**src/rtl/cpu_pkg.sv**
```systemverilog
// Shared instruction-format constants for the CPU decode path.
// Bit positions are named here so decoder and queue agree on the field layout.
package cpu_pkg;

    localparam int INSTR_W    = 32;
    localparam int REG_ADDR_W = 4;

    localparam int OP_HI   = 31;
    localparam int OP_LO   = 28;
    localparam int OPC_HI  = 26;
    localparam int OPC_LO  = 23;

    localparam int AREG_HI = 11;
    localparam int AREG_LO = 8;
    localparam int BREG_HI = 7;
    localparam int BREG_LO = 4;
    localparam int DREG_HI = 3;
    localparam int DREG_LO = 0;

    localparam int C11_HI  = 22;
    localparam int C11_LO  = 12;
    localparam int C16_HI  = 27;
    localparam int C16_LO  = 12;
    localparam int C27_HI  = 27;
    localparam int C27_LO  = 1;

    localparam int C11_W   = C11_HI - C11_LO + 1;
    localparam int C16_W   = C16_HI - C16_LO + 1;
    localparam int C27_W   = C27_HI - C27_LO + 1;

    localparam int CE_BIT   = 27;
    localparam int HE_BIT   = 8;
    localparam int OE_BIT   = 0;
    localparam int INTF_BIT = 4;
    localparam int N1_BIT   = 0;
    localparam int N2_BIT   = 5;

endpackage

```
**src/rtl/instr_fifo.sv**
```systemverilog
// Instruction word FIFO: storage, wrapping pointers, exact occupancy count,
// valid/ready on both sides and a flush that overrides every handshake.
module instr_fifo
    import cpu_pkg::*;
#(
    parameter int DEPTH = 4,
    parameter int W     = INSTR_W
) (
    input  logic                     clk,
    input  logic                     reset,
    input  logic                     flush,
    input  logic                     in_valid,
    input  logic [W-1:0]             in_data,
    output logic                     in_ready,
    output logic                     out_valid,
    input  logic                     out_ready,
    output logic [W-1:0]             out_data,
    output logic [$clog2(DEPTH):0]   count
);

    localparam int PTR_W = $clog2(DEPTH);
    localparam int CNT_W = PTR_W + 1;
    localparam logic [CNT_W-1:0] FULL_CNT = CNT_W'(DEPTH);

    logic [W-1:0]     mem [DEPTH];
    logic [PTR_W-1:0] wr_ptr;
    logic [PTR_W-1:0] rd_ptr;
    logic             push;
    logic             pop;

    assign in_ready  = (count != FULL_CNT);
    assign out_valid = (count != '0);
    assign push      = in_valid && in_ready && !flush;
    assign pop       = out_valid && out_ready && !flush;
    assign out_data  = mem[rd_ptr];

    always_ff @(posedge clk or negedge reset) begin
        if (!reset) begin
            wr_ptr <= '0;
            rd_ptr <= '0;
            count  <= '0;
        end else if (flush) begin
            wr_ptr <= '0;
            rd_ptr <= '0;
            count  <= '0;
        end else begin
            if (push) wr_ptr <= wr_ptr + PTR_W'(1);
            if (pop)  rd_ptr <= rd_ptr + PTR_W'(1);
            if (push && !pop)
                count <= count + CNT_W'(1);
            else if (pop && !push)
                count <= count - CNT_W'(1);
        end
    end

    // Storage is not reset; out_valid qualifies everything read from it.
    always_ff @(posedge clk) begin
        if (push) mem[wr_ptr] <= in_data;
    end

endmodule

```
**src/rtl/instr_decode_queue.sv**
```systemverilog
// Queued instruction decoder: buffers fetched words and decodes the head entry
// into register, opcode, flag and extended-constant fields.
module instr_decode_queue
    import cpu_pkg::*;
#(
    parameter int DEPTH  = 4,
    parameter int DATA_W = 32,
    parameter int SEXT16 = 1,
    parameter int SEXT27 = 0
) (
    input  logic                    clk,
    input  logic                    reset,
    input  logic                    flush,
    input  logic                    in_valid,
    input  logic [INSTR_W-1:0]      in_instr,
    output logic                    in_ready,
    output logic                    out_valid,
    input  logic                    out_ready,
    output logic [$clog2(DEPTH):0]  count,
    output logic [3:0]              instrOP,
    output logic [3:0]              opcode,
    output logic [REG_ADDR_W-1:0]   areg,
    output logic [REG_ADDR_W-1:0]   breg,
    output logic [REG_ADDR_W-1:0]   dreg,
    output logic                    ce,
    output logic                    he,
    output logic                    oe,
    output logic                    intf,
    output logic                    n1,
    output logic                    n2,
    output logic [DATA_W-1:0]       const11,
    output logic [DATA_W-1:0]       const16,
    output logic [DATA_W-1:0]       const27,
    output logic                    is_nop
);

    logic [INSTR_W-1:0] head;
    logic [INSTR_W-1:0] hd;

    instr_fifo #(
        .DEPTH (DEPTH),
        .W     (INSTR_W)
    ) u_fifo (
        .clk       (clk),
        .reset     (reset),
        .flush     (flush),
        .in_valid  (in_valid),
        .in_data   (in_instr),
        .in_ready  (in_ready),
        .out_valid (out_valid),
        .out_ready (out_ready),
        .out_data  (head),
        .count     (count)
    );

    // Gating the word itself forces every decoded field to zero when empty.
    assign hd = out_valid ? head : '0;

    assign instrOP = hd[OP_HI:OP_LO];
    assign opcode  = hd[OPC_HI:OPC_LO];
    assign areg    = hd[AREG_HI:AREG_LO];
    assign breg    = hd[BREG_HI:BREG_LO];
    assign dreg    = hd[DREG_HI:DREG_LO];
    assign ce      = hd[CE_BIT];
    assign he      = hd[HE_BIT];
    assign oe      = hd[OE_BIT];
    assign intf    = hd[INTF_BIT];
    assign n1      = hd[N1_BIT];
    assign n2      = hd[N2_BIT];
    assign is_nop  = out_valid && (head == '0);

    always_comb begin
        const11 = '0;
        const16 = '0;
        const27 = '0;
        const11[C11_W-1:0] = hd[C11_HI:C11_LO];
        const16[C16_W-1:0] = hd[C16_HI:C16_LO];
        const27[C27_W-1:0] = hd[C27_HI:C27_LO];
        for (int i = C16_W; i < DATA_W; i++)
            const16[i] = (SEXT16 != 0) && hd[C16_HI];
        for (int i = C27_W; i < DATA_W; i++)
            const27[i] = (SEXT27 != 0) && hd[C27_HI];
    end

endmodule

```
**config.mk**
```make
export PLATFORM = sky130hd
export DESIGN_NAME = instr_decode_queue
export DESIGN_NICKNAME = d
export VERILOG_FILES = /design/src/rtl/cpu_pkg.sv /design/src/rtl/instr_fifo.sv /design/src/rtl/instr_decode_queue.sv
export SDC_FILE = /design/constraint.sdc
export NUM_CORES = 1
export LEC_CHECK = 0
export BUFFER_PORTS_ARGS = -buffer_cell sky130_fd_sc_hd__buf_2
export CAP_MARGIN = 20
export CORE_ASPECT_RATIO = 1.2
export CORE_UTILIZATION = 45
export CTS_CLUSTER_SIZE = 30
export DETAILED_ROUTE_END_ITERATION = 8
export PLACE_DENSITY_LB_ADDON = 0.15
export RECOVER_POWER = 100
export SYNTH_ARGS = -nofsm -noshare
export SYNTH_HDL_FRONTEND = slang
export SYNTH_SLANG_ARGS = --single-unit
```
**constraint.sdc**
```tcl
create_clock -name clk -period 3.55 [get_ports clk]
set_clock_uncertainty 0.2 [all_clocks]
set_input_delay 0.355 -clock clk [delete_from_list [all_inputs] [get_ports clk]]
set_output_delay 0.355 -clock clk [all_outputs]
set_load 0.05 [all_outputs]
```
==> metrics.md, run 1 <==
| Metric | Value |
|---|---|
| Result of the run | `complete, no violations` |
| Crit path capture | `is_nop` |
| Detail-routed via count per cell | `4.85` |
| Layout net count | `529` |
| Via Count | `3235` |
| Main combinational cell family by area after synthesis | `buffers and inverters` |
| Async set-reset flop share out of synthesis | `5.19%` |
| Synthesized-area fraction occupied by and/or/nand/nor cells | `6.67%` |
| Most instantiated flip-flop cell in the synthesis netlist | `edfxtp_1` |
| Pre-CTS setup slack | `503 ps` |
| Wire length of the first global-routing pass | `17.2 mm` |
| Post-synth cell types | `36` |
| Final WS setup | `249 ps` |
| Post-layout min period | `3300 ps` |
| Core area | `13200 um2` |
| Yosys top cell by area | `edfxtp_1` |
| Finish-stage setup viols | `0` |
| Type of origin of the critical path | `flop` |
| Slew at the pin with the worst max-slew slack | `1420 ps` |
| Overflow left after global routing | `0` |
| Area growth from synthesis to layout | `17.8%` |
| I/O pin cnt | `165` |
| Reported max-cap violation count | `0` |
| CTS H-Tree Depth | `4` |
| Antenna violations before repair | `0` |
| Critical path data arrival time | `2750 ps` |
| Root buffer cell | `clkbuf_16` |
| Fill cells | `1162` |
| Post-Route WL | `11.7 mm` |
| Number of detailed-route iterations in the first pass | `4` |
| Final sum of negative setup slack | `0 ps` |
| Flop-to-flop setup slack | `440 ps` |
| Number of max-slew violations in the final report | `0` |
| Portion of netlist area occupied by mux cells | `12.3%` |
| Aggregate global-route resource usage | `17.2%` |
| Required time at the worst-slack endpoint | `2990 ps` |
| Final routed wire length divided by cell count | `17.5 um` |
| Commonest cells in the synthesized netlist | `128 x edfxtp_1, 91 x buf_4, 32 x nor2b_1` |
| Routability congestion estimate from global placement | `0.718` |
| Maximum number of pins on one net before global-route repair | `35` |
| DRC violation count after routing | `0` |
| Fraction of the mapped netlist area in adder cells | `1.14%` |
| Crit Path Max Fanout | `7` |
| Hold Crit Class | `primary input to flop` |
| Share of post-route cells with drive strength above 1 | `19.2%` |
| Number of CTS-inserted buffers | `17` |
| Tightest slew margin relative to the limit | `5.40%` |
| Total of flip-flops plus latches after synthesis | `135` |
| Number of input and output port buffers inserted | `138` |
| Total number of clock tree sinks | `135` |
| Count of nets left with antenna violations after detail routing | `0` |
| Worst reg2reg path depth | `6` |
| Critical path startpoint | `u_fifo.rd_ptr[0]` |
| Synthesis Warnings | `0` |
| Number of global-route vias before repair | `3204` |
| Average footprint of a synthesized cell | `17.0 um2` |
| Total standard cell area after synthesis | `6130 um2` |
| Total die area | `14100 um2` |
| Number of buffers on the longest clock path | `2` |
| Endpoint class of the critical path | `output port` |
| Reg-to-reg endpoint | `u_fifo.mem[0][31]` |
| Fmax achieved | `303 MHz` |
| Syn Inst Count | `361` |
| Final hold violation count | `0` |
| TritonCTS clock tree | `done` |
| Compound-Gate Fraction of Synth Area | `0.775%` |
| Die width | `109 um` |
| Height of the die | `130 um` |
| Count of standard-cell rows | `46` |
| R2R Path Start | `u_fifo.count[2]` |
| Period Utilization, post-route | `93.0%` |
| Most common cell in the synthesized netlist | `edfxtp_1` |
| Post-synth EDFFs | `128` |
| Later-pin clock latency in the skew report | `400 ps` |
| Utilization after layout | `54.6%` |
| Post-synthesis sequential area ratio | `65.5%` |
| Post-synthesis xor/xnor area fraction | `0.428%` |
| Antenna Diode Count | `0` |
| Effective utilization at floorplan | `46.3%` |
| Setup CP Type | `flop to output port` |
| Portion of synthesized cell area occupied by the leading cell type | `62.7%` |
| Setup repair after global routing missed its margin | `false` |
| DR iter-0 viols | `124` |
| Half-perimeter wire length after detailed placement | `7.65 mm` |
| CTS clk-pin slew, worst paths | `50 ps` |
| Biggest area contributors in the synthesized netlist | `edfxtp_1 63%, buf_4 11%, mux4_2 9.5%` |
## sequential cells by signal, summed over array words and instances, names as in the netlist
register       cells
u_fifo.mem       128
u_fifo.rd_ptr      2
u_fifo.count       3
u_fifo.wr_ptr      2
## cell type report
class	count	area (um2)	share of cell area, %
clock buffer	19	433	5.99
clock inverter	12	135	1.87
multi-input combinational	142	1420	19.6
sequential	135	4020	55.6
timing repair buffer	184	987	13.7
inverter	7	26.3	0.364
tap	168	210	2.91
## metal layers
layer | vias up | routed length, um | GRT usage [%]
met2 | 136 | 6100 | 29.2
li1 | 1491 | - | -
met5 | - | 0 | 0
met3 | 6 | 608 | 5.09
met1 | 1602 | 4850 | 20.8
met4 | 0 | 114 | 6.20
## critical path: stages, from the launching register on
cell      delay, ps
dfrtp_2         440
buf_4           210
mux4_2          530
nor4_2          460
nand4_1         170
nor3_2          220
clkbuf_2        310
## stage by stage
stage / std cells / area [um2] / hold WS, ps
final: 667 / 7230 / 39.6
after global routing: 667 / 7230 / 37.9
after detailed placement: 601 / 6470 / 11.2
after global placement: 601 / 6470 / 4.70
after floorplan: 386 / 6230 / -141
after CTS: 665 / 7370 / 21.9
## worst min path at each step
stage / slack [ps] / cells after the start / startpoint / to
3_3_place_gp: 5 / 1 / reset / u_fifo.wr_ptr[0]
5_1_grt: 40 / 2 / flush / u_fifo.rd_ptr[0]
3_5_place_dp: 10 / 1 / reset / u_fifo.wr_ptr[1]
6_report: 40 / 2 / flush / u_fifo.rd_ptr[0]
4_1_cts: 20 / 2 / flush / u_fifo.rd_ptr[0]
2_1_floorplan: -140 / 0 / reset / u_fifo.count[0]
## cells in the final DEF (no fill, tap or decap), types with 2 or more instances in the layout
master and count:
nor4_1 4, buf_4 5, nor2b_1 32, nor3_2 2
inv_1 6, nor2_1 7, mux4_1 6, clkbuf_1 115
nor3b_1 3, clkbuf_16 17, o21ai_0 2, nor4_2 3
nand2_1 5, dlygate4sd3_1 33, buf_12 2, nor3_1 4
xnor2_1 2, buf_2 10, mux4_2 26, ha_1 4
nand4_1 2, clkinv_1 5, clkbuf_2 21, clkinvlp_4 2
bufinv_16 3, edfxtp_1 128, dfrtp_1 6, conb_1 26
clkinv_2 3, and2_0 3
## what timing repair did
| item | CTS | global route |
|---|---|---|
| endpoints found under the hold margin | 135 | 0 |
| buffers inserted | 0 | 2 |
| hold buffers | 33 | 0 |
| gates resized for setup | 0 | 1 |
| setup endpoints to repair | 0 | 1 |
## cell families (layout without fill, tap and decap cells)
kind of cell	Yosys count	after routing
AOI/OAI and AO/OA	7	7
xor gates and xnor gates	3	3
adders and majority gates	5	5
buffers and inverters	109	222
DFF	135	135
muxes	33	33
other	1	26
and+or+nand+nor	68	68
Power of run 1 is not shown: default switching activity piles up to over one toggle a cycle in this logic, so the estimate is an artifact.
==> run 2: changes to the inputs <==
--- a/config.mk
+++ b/config.mk
@@ -13,6 +13,7 @@
 export DETAILED_ROUTE_END_ITERATION = 8
 export PLACE_DENSITY_LB_ADDON = 0.15
 export RECOVER_POWER = 100
+export SETUP_SLACK_MARGIN = 0.4
 export SYNTH_ARGS = -nofsm -noshare
 export SYNTH_HDL_FRONTEND = slang
 export SYNTH_SLANG_ARGS = --single-unit
==> run 2 against run 1 <==
The flow now finishes with violations (max-capacitance violations, max-slew violations); first-iteration DRC count up 18%; die area unchanged; fmax up 3.8%; core utilization up 0.77 points; routed wire length down 3.7%; count of clock-buffer cells in the layout up 1; non-clock buffer count up 3; sequential share of layout area down 0.75 points; global-route usage down 0.17 points; highest routed layer unchanged.
==> metrics.md, run 2 (synthesis results as in run 1) <==
| Metric | Value |
|---|---|
| Root buffer cell | `clkbuf_16` |
| Fmax achieved | `314 MHz` |
| Final routed wire length divided by cell count | `16.8 um` |
| Reg-to-reg endpoint | `u_fifo.mem[0][28]` |
| R2R Path Start | `u_fifo.count[2]` |
| Post-layout min period | `3180 ps` |
| Final WS setup | `369 ps` |
| Commonest non-fill, non-tap cell in the layout | `edfxtp_1` |
| Layout net count | `532` |
| Combined area of the multi-input logic cells | `1460 um2` |
| Setup repair after global routing missed its margin | `true` |
| Hold Worst Slack | `52.9 ps` |
| Count of nets left with antenna violations after detail routing | `0` |
| Core area | `13200 um2` |
| Leading cell types in the layout, fill and taps excluded | `128 x edfxtp_1, 110 x clkbuf_1, 33 x dlygate4sd3_1` |
| CTS H-Tree Depth | `4` |
| Max FFs per register | `128` |
| Wire length on met3 | `577 um` |
| Number of max-slew violations in the final report | `52` |
| Period Utilization, post-route | `89.6%` |
| Crit Path Max Fanout | `14` |
| Slew at the pin with the worst max-slew slack | `1690 ps` |
| Die width | `109 um` |
| Post-Route WL | `11.2 mm` |
| Start point of the worst min-delay path | `flush` |
| DR iter-0 viols | `146` |
| DRC violation count after routing | `0` |
| Maximum number of pins on one net before global-route repair | `33` |
| Largest registers ranked by flip-flop count | `u_fifo.mem (128), u_fifo.count (3)` |
| Flip-flop and latch area | `4020 um2` |
| Highest signal layer in the routed design | `met4` |
| Antenna violations before repair | `0` |
| Number of detailed-route iterations in the first pass | `6` |
| Routability congestion estimate from global placement | `0.702` |
| Required time at the worst-slack endpoint | `2990 ps` |
| Wire length of the first global-routing pass | `17.0 mm` |
| Reported max-cap violation count | `2` |
| Tightest slew margin relative to the limit | `-13.0%` |
| I/O pin cnt | `165` |
| Count of standard-cell rows | `46` |
| Share of post-route cells with drive strength above 1 | `22.0%` |
| Routed met2 length | `5.79 mm` |
| Number of global-route vias before repair | `3193` |
| Detail-routed via count per cell | `4.91` |
| Endpoint class of the critical path | `output port` |
| Final hold violation count | `0` |
| Half-perimeter wire length after detailed placement | `7.60 mm` |
| Violations in the final reports | `max-capacitance violations, max-slew violations` |
| Later-pin clock latency in the skew report | `400 ps` |
| Flop-to-flop setup slack | `510 ps` |
| Overflow left after global routing | `0` |
| WHS Endpoint | `u_fifo.wr_ptr[1]` |
| Type of origin of the critical path | `flop` |
| Setup CP Type | `flop to output port` |
| Hold Path Depth | `2` |
| Pre-CTS setup slack | `465 ps` |
| Top reg by flops | `u_fifo.mem` |
| Number of input and output port buffers inserted | `138` |
| CTS clk-pin slew, worst paths | `60 ps` |
| Finish-stage setup viols | `0` |
| Hold Crit Class | `primary input to flop` |
| Result of the run | `complete, but fails checks` |
| Critical path data arrival time | `2630 ps` |
| Worst reg2reg path depth | `6` |
| Effective utilization at floorplan | `46.3%` |
| TritonCTS clock tree | `done` |
| Total die area | `14100 um2` |
| Total number of clock tree sinks | `135` |
| Detailed-routing wirelength on met1 | `4.74 mm` |
| Area growth from synthesis to layout | `19.5%` |
| Number of buffers on the longest clock path | `2` |
| Aggregate global-route resource usage | `17.0%` |
| Final sum of negative setup slack | `0 ps` |
| Fill cells | `1105` |
| Height of the die | `130 um` |
| Number of CTS-inserted buffers | `17` |
| Antenna Diode Count | `0` |
| Via Count | `3283` |
## run 2: critical path: stages, from the launching register on
cell	delay, ps
dfrtp_2	400
buf_12	180
mux4_1	610
nor4_2	310
nand4_1	200
nor3_4	220
clkbuf_2	310
## run 2: repair_timing
action | 4_1_cts | 5_1_grt
setup buffers | 2 | 2
gates cloned | 0 | 0
gates resized for setup | 11 | 6
pin swaps | 1 | 2
endpoints found under the setup margin | 1 | 1
hold buffers | 33 | 0
hold endpoints to repair | 135 | 0
## run 2: layout make-up
cell class	instances	area share [%]
flip-flops and latches	135	54.9
multi-input cells	142	19.9
repair buffers	187	14.2
clock buffers	20	5.96
well taps	168	2.87
clock inverters	10	1.79
inverters	7	0.359
## run 2: through the flow
step                std cells  util (%)  area (um2)
global route              669      55.4        7330
CTS                       667      56.4        7460
global placement          602      48.9        6480
floorplan                 386         -        6230
detailed placement        602      48.9        6480
finish                    669      55.4        7330
## run 2: per-layer routing
| layer | vias to the layer above | track usage, % |
|---|---|---|
| met5 | - | 0 |
| met4 | 0 | 5.72 |
| met3 | 12 | 5.19 |
| met2 | 127 | 28.3 |
| met1 | 1653 | 21.2 |
| li1 | 1491 | - |
## run 2: worst max path at each step
stage / startpoint / endpoint / slack (ps) / cells past startpoint
global route: u_fifo.rd_ptr[1] / const16[25] / 180 / 4
finish: u_fifo.rd_ptr[0] / is_nop / 370 / 6
detailed placement: u_fifo.rd_ptr[0] / is_nop / 470 / 6
global placement: u_fifo.rd_ptr[0] / is_nop / 460 / 6
CTS: u_fifo.rd_ptr[0] / is_nop / 380 / 7
floorplan: u_fifo.count[1] / const16[15] / 730 / 4
Power of run 2 is left out for the same reason.
==> run 3: changes to the inputs <==
--- a/config.mk
+++ b/config.mk
@@ -5,6 +5,7 @@
 export SDC_FILE = /design/constraint.sdc
 export NUM_CORES = 1
 export LEC_CHECK = 0
+export ABC_AREA = 1
 export BUFFER_PORTS_ARGS = -buffer_cell sky130_fd_sc_hd__buf_2
 export CAP_MARGIN = 20
 export CORE_ASPECT_RATIO = 1.2
==> run 3 against run 2 <==
Synthesized cell count rose by 63%; core utilization fell by 0.62 points; the flow now finishes without violations; routed wire length rose by 19%; highest routed layer unchanged; die area rose by 2.6%; non-clock buffer count fell by 4; fmax rose by 1.5%; critical endpoint is now const16[8]; sequential share of layout area fell by 1.3 points; register-to-register slack improved by 40 ps; final cell count rose by 32%; first-iteration DRC count rose by 41%; via count rose by 30%; design area rose by 2.4%.
==> metrics.md, run 3 <==
| Metric | Value |
|---|---|
| Result of the run | `complete, no violations` |
| Cell total after placement | `819` |
| Biggest area contributors in the synthesized netlist | `edfxtp_1 61%, buf_4 11%, nand2_1 10%` |
| Layout net count | `743` |
| Overflow left after global routing | `0` |
| TritonCTS clock tree | `done` |
| Total cell area at the placement stage | `6700 um2` |
| Aggregate global-route resource usage | `20.0%` |
| Number of CTS-inserted buffers | `17` |
| DR iter-0 viols | `206` |
| Required time at the worst-slack endpoint | `2990 ps` |
| Slew at the pin with the worst max-slew slack | `1210 ps` |
| I/O pin cnt | `165` |
| Die width | `110 um` |
| Post-Route WL | `13.4 mm` |
| Final routed wire length divided by cell count | `15.1 um` |
| Met2 track utilization from global routing | `33.6%` |
| Fill cells | `1244` |
| Fmax achieved | `319 MHz` |
| Effective utilization at floorplan | `46.0%` |
| Crit Path Max Fanout | `19` |
| Portion of synthesized cell area occupied by the leading cell type | `61.0%` |
| Total number of clock tree sinks | `135` |
| Commonest cells in the synthesized netlist | `174 x nand2_1, 128 x edfxtp_1, 91 x buf_4` |
| Tightest slew margin relative to the limit | `19.4%` |
| Half-perimeter wire length after detailed placement | `8.43 mm` |
| Number of max-slew violations in the final report | `0` |
| Postcts setup bufs | `0` |
| Critical path data arrival time | `2580 ps` |
| Share of post-route cells with drive strength above 1 | `19.5%` |
| Number of buffers on the longest clock path | `2` |
| Post-synth cell types | `24` |
| Count of nets left with antenna violations after detail routing | `0` |
| Setup repair after global routing missed its margin | `false` |
| Number of detailed-route iterations in the first pass | `4` |
| Synthesis Warnings | `0` |
| Root buffer cell | `clkbuf_16` |
| Maximum number of pins on one net before global-route repair | `44` |
| DRC violation count after routing | `0` |
| Routability congestion estimate from global placement | `0.761` |
| Cell at the slowest stage of the critical path | `clkbuf_2` |
| Antenna Diode Count | `0` |
| Detail-routed via count per cell | `4.80` |
| Endpoint class of the critical path | `output port` |
| CTS H-Tree Depth | `4` |
| Core area | `13700 um2` |
| Finish-stage setup viols | `0` |
| Most instantiated flip-flop cell in the synthesis netlist | `edfxtp_1` |
| Crit path cell chain | `inv_1 -> nand3b_1 -> inv_2 -> clkbuf_2 -> nor2_2 -> clkbuf_2` |
| Period Utilization, post-route | `88.2%` |
| Setup CP Type | `flop to output port` |
| Area growth from synthesis to layout | `19.1%` |
| Final sum of negative setup slack | `0 ps` |
| Average footprint of a synthesized cell | `10.7 um2` |
| GR peak layer | `met2` |
| CTS clk-pin slew, worst paths | `60 ps` |
| Number of input and output port buffers inserted | `138` |
| Antenna violations before repair | `0` |
| Delay-heaviest family, CP | `buffers and inverters` |
| Max FFs per register | `128` |
| Buffer and inverter count on the worst path | `4` |
| Total of flip-flops plus latches after synthesis | `135` |
| Height of the die | `132 um` |
| Hold Crit Class | `primary input to flop` |
| Commonest non-fill, non-tap cell in the layout | `nand2_1` |
| Type of origin of the critical path | `flop` |
| Number of global-route vias before repair | `4232` |
| Met1 track utilization from global routing | `24.7%` |
| Later-pin clock latency in the skew report | `410 ps` |
| Met3 track demand over resource in global routing | `4.17%` |
| Post-layout min period | `3130 ps` |
| Total standard cell area after synthesis | `6300 um2` |
| Wire length of the first global-routing pass | `21.3 mm` |
| Top cell by count, worst path | `clkbuf_2` |
| Count of standard-cell rows | `47` |
| Post-synthesis sequential area ratio | `63.8%` |
| Largest registers ranked by flip-flop count | `u_fifo.mem (128), u_fifo.count (3)` |
| Final instance count without filler cells | `885` |
| Yosys top cell by area | `edfxtp_1` |
| Post-synth EDFFs | `128` |
| Async set-reset flop share out of synthesis | `5.19%` |
| Final hold violation count | `0` |
| Top reg by flops | `u_fifo.mem` |
| Leading cell types in the layout, fill and taps excluded | `174 x nand2_1, 128 x edfxtp_1, 77 x clkbuf_1` |
| Crit-path max cell delay | `560 ps` |
| Syn Inst Count | `588` |
| Post-layout instance area | `7500 um2` |
| Via Count | `4252` |
| Total die area | `14500 um2` |
| Most common cell in the synthesized netlist | `nand2_1` |
| Reported max-cap violation count | `0` |
[run 3: changes by cell type after synthesis, sizes merged, moves of 6 or more]
cell and delta:
nor4 -7, a21oi +6, mux4 -32, nand3 +59
nor2 +47, o21ai +9, inv +13, nor2b -32
buf +13, nor3 -6, nand2 +169
[run 3: timing repair]
| action | CTS | global route |
|---|---|---|
| endpoints found under the hold margin | 136 | 0 |
| gates resized for setup | 0 | 5 |
| hold buffers | 34 | 0 |
| endpoints found under the setup margin | 0 | 1 |
[run 3: path summary, 6_finish.rpt]
kind	from	end	slack, ps	cells after the start
max	u_fifo.count[0]	const16[8]	420	6
min	out_ready	u_fifo.rd_ptr[0]	90	3
max reg2reg	u_fifo.count[0]	u_fifo.mem[3][10]	550	6
min reg2reg	u_fifo.count[0]	u_fifo.count[0]	330	1
max in group asynchronous	reset	u_fifo.rd_ptr[0]	2610	2
min in group asynchronous	reset	u_fifo.count[2]	200	2
[run 3: cell type report]
type	instances	area, um2	area share, %
inverter	20	80.1	1.07
timing repair buffer	183	1020	13.6
clock inverter	15	180	2.40
clock buffer	17	425	5.67
sequential	135	4020	53.6
tap	171	214	2.85
multi-input combinational	344	1560	20.8
[run 3: per-layer routing]
| layer | share of wire [%] | wire, um | up-vias |
|---|---|---|---|
| met2 | 51 | 6860 | 145 |
| met5 | 0 | 0 | - |
| met3 | 5.0 | 669 | 17 |
| li1 | - | - | 2070 |
| met4 | 1.6 | 214 | 0 |
| met1 | 42 | 5620 | 2020 |
[run 3: metrics by stage]
| stage | setup WS [ps] | hold slack (ps) | utilization, % |
|---|---|---|---|
| 6_report | 418 | 91.1 | 54.7 |
| 5_1_grt | 204 | 131 | 54.7 |
| 4_1_cts | 468 | 78.7 | 55.8 |
| 3_5_place_dp | 921 | 7.64 | 48.9 |
| 3_3_place_gp | 900 | 7.10 | 48.9 |
| 2_1_floorplan | -78.4 | -141 | - |
[run 3: cell families after synthesis]
kind of cell             after synthesis  synth area share [%]
buffers and inverters                134                  14.3
AND/OR/NAND/NOR                      291                  18.8
XOR/XNOR                               2                 0.278
AO/OA/AOI/OAI                         20                  1.73
flip-flops                           135                  63.8
adder cells (fa/ha/maj)                5                  1.11
other                                  1                0.0595
[run 3: tightest hold or removal path, delay by kind of cell]
kind                   cells  cell delay, ps
AND/OR/NAND/NOR            1             130
AO/OA/AOI/OAI              1              90
buffers and inverters      1             100
Power of run 3 is left out for the same reason.
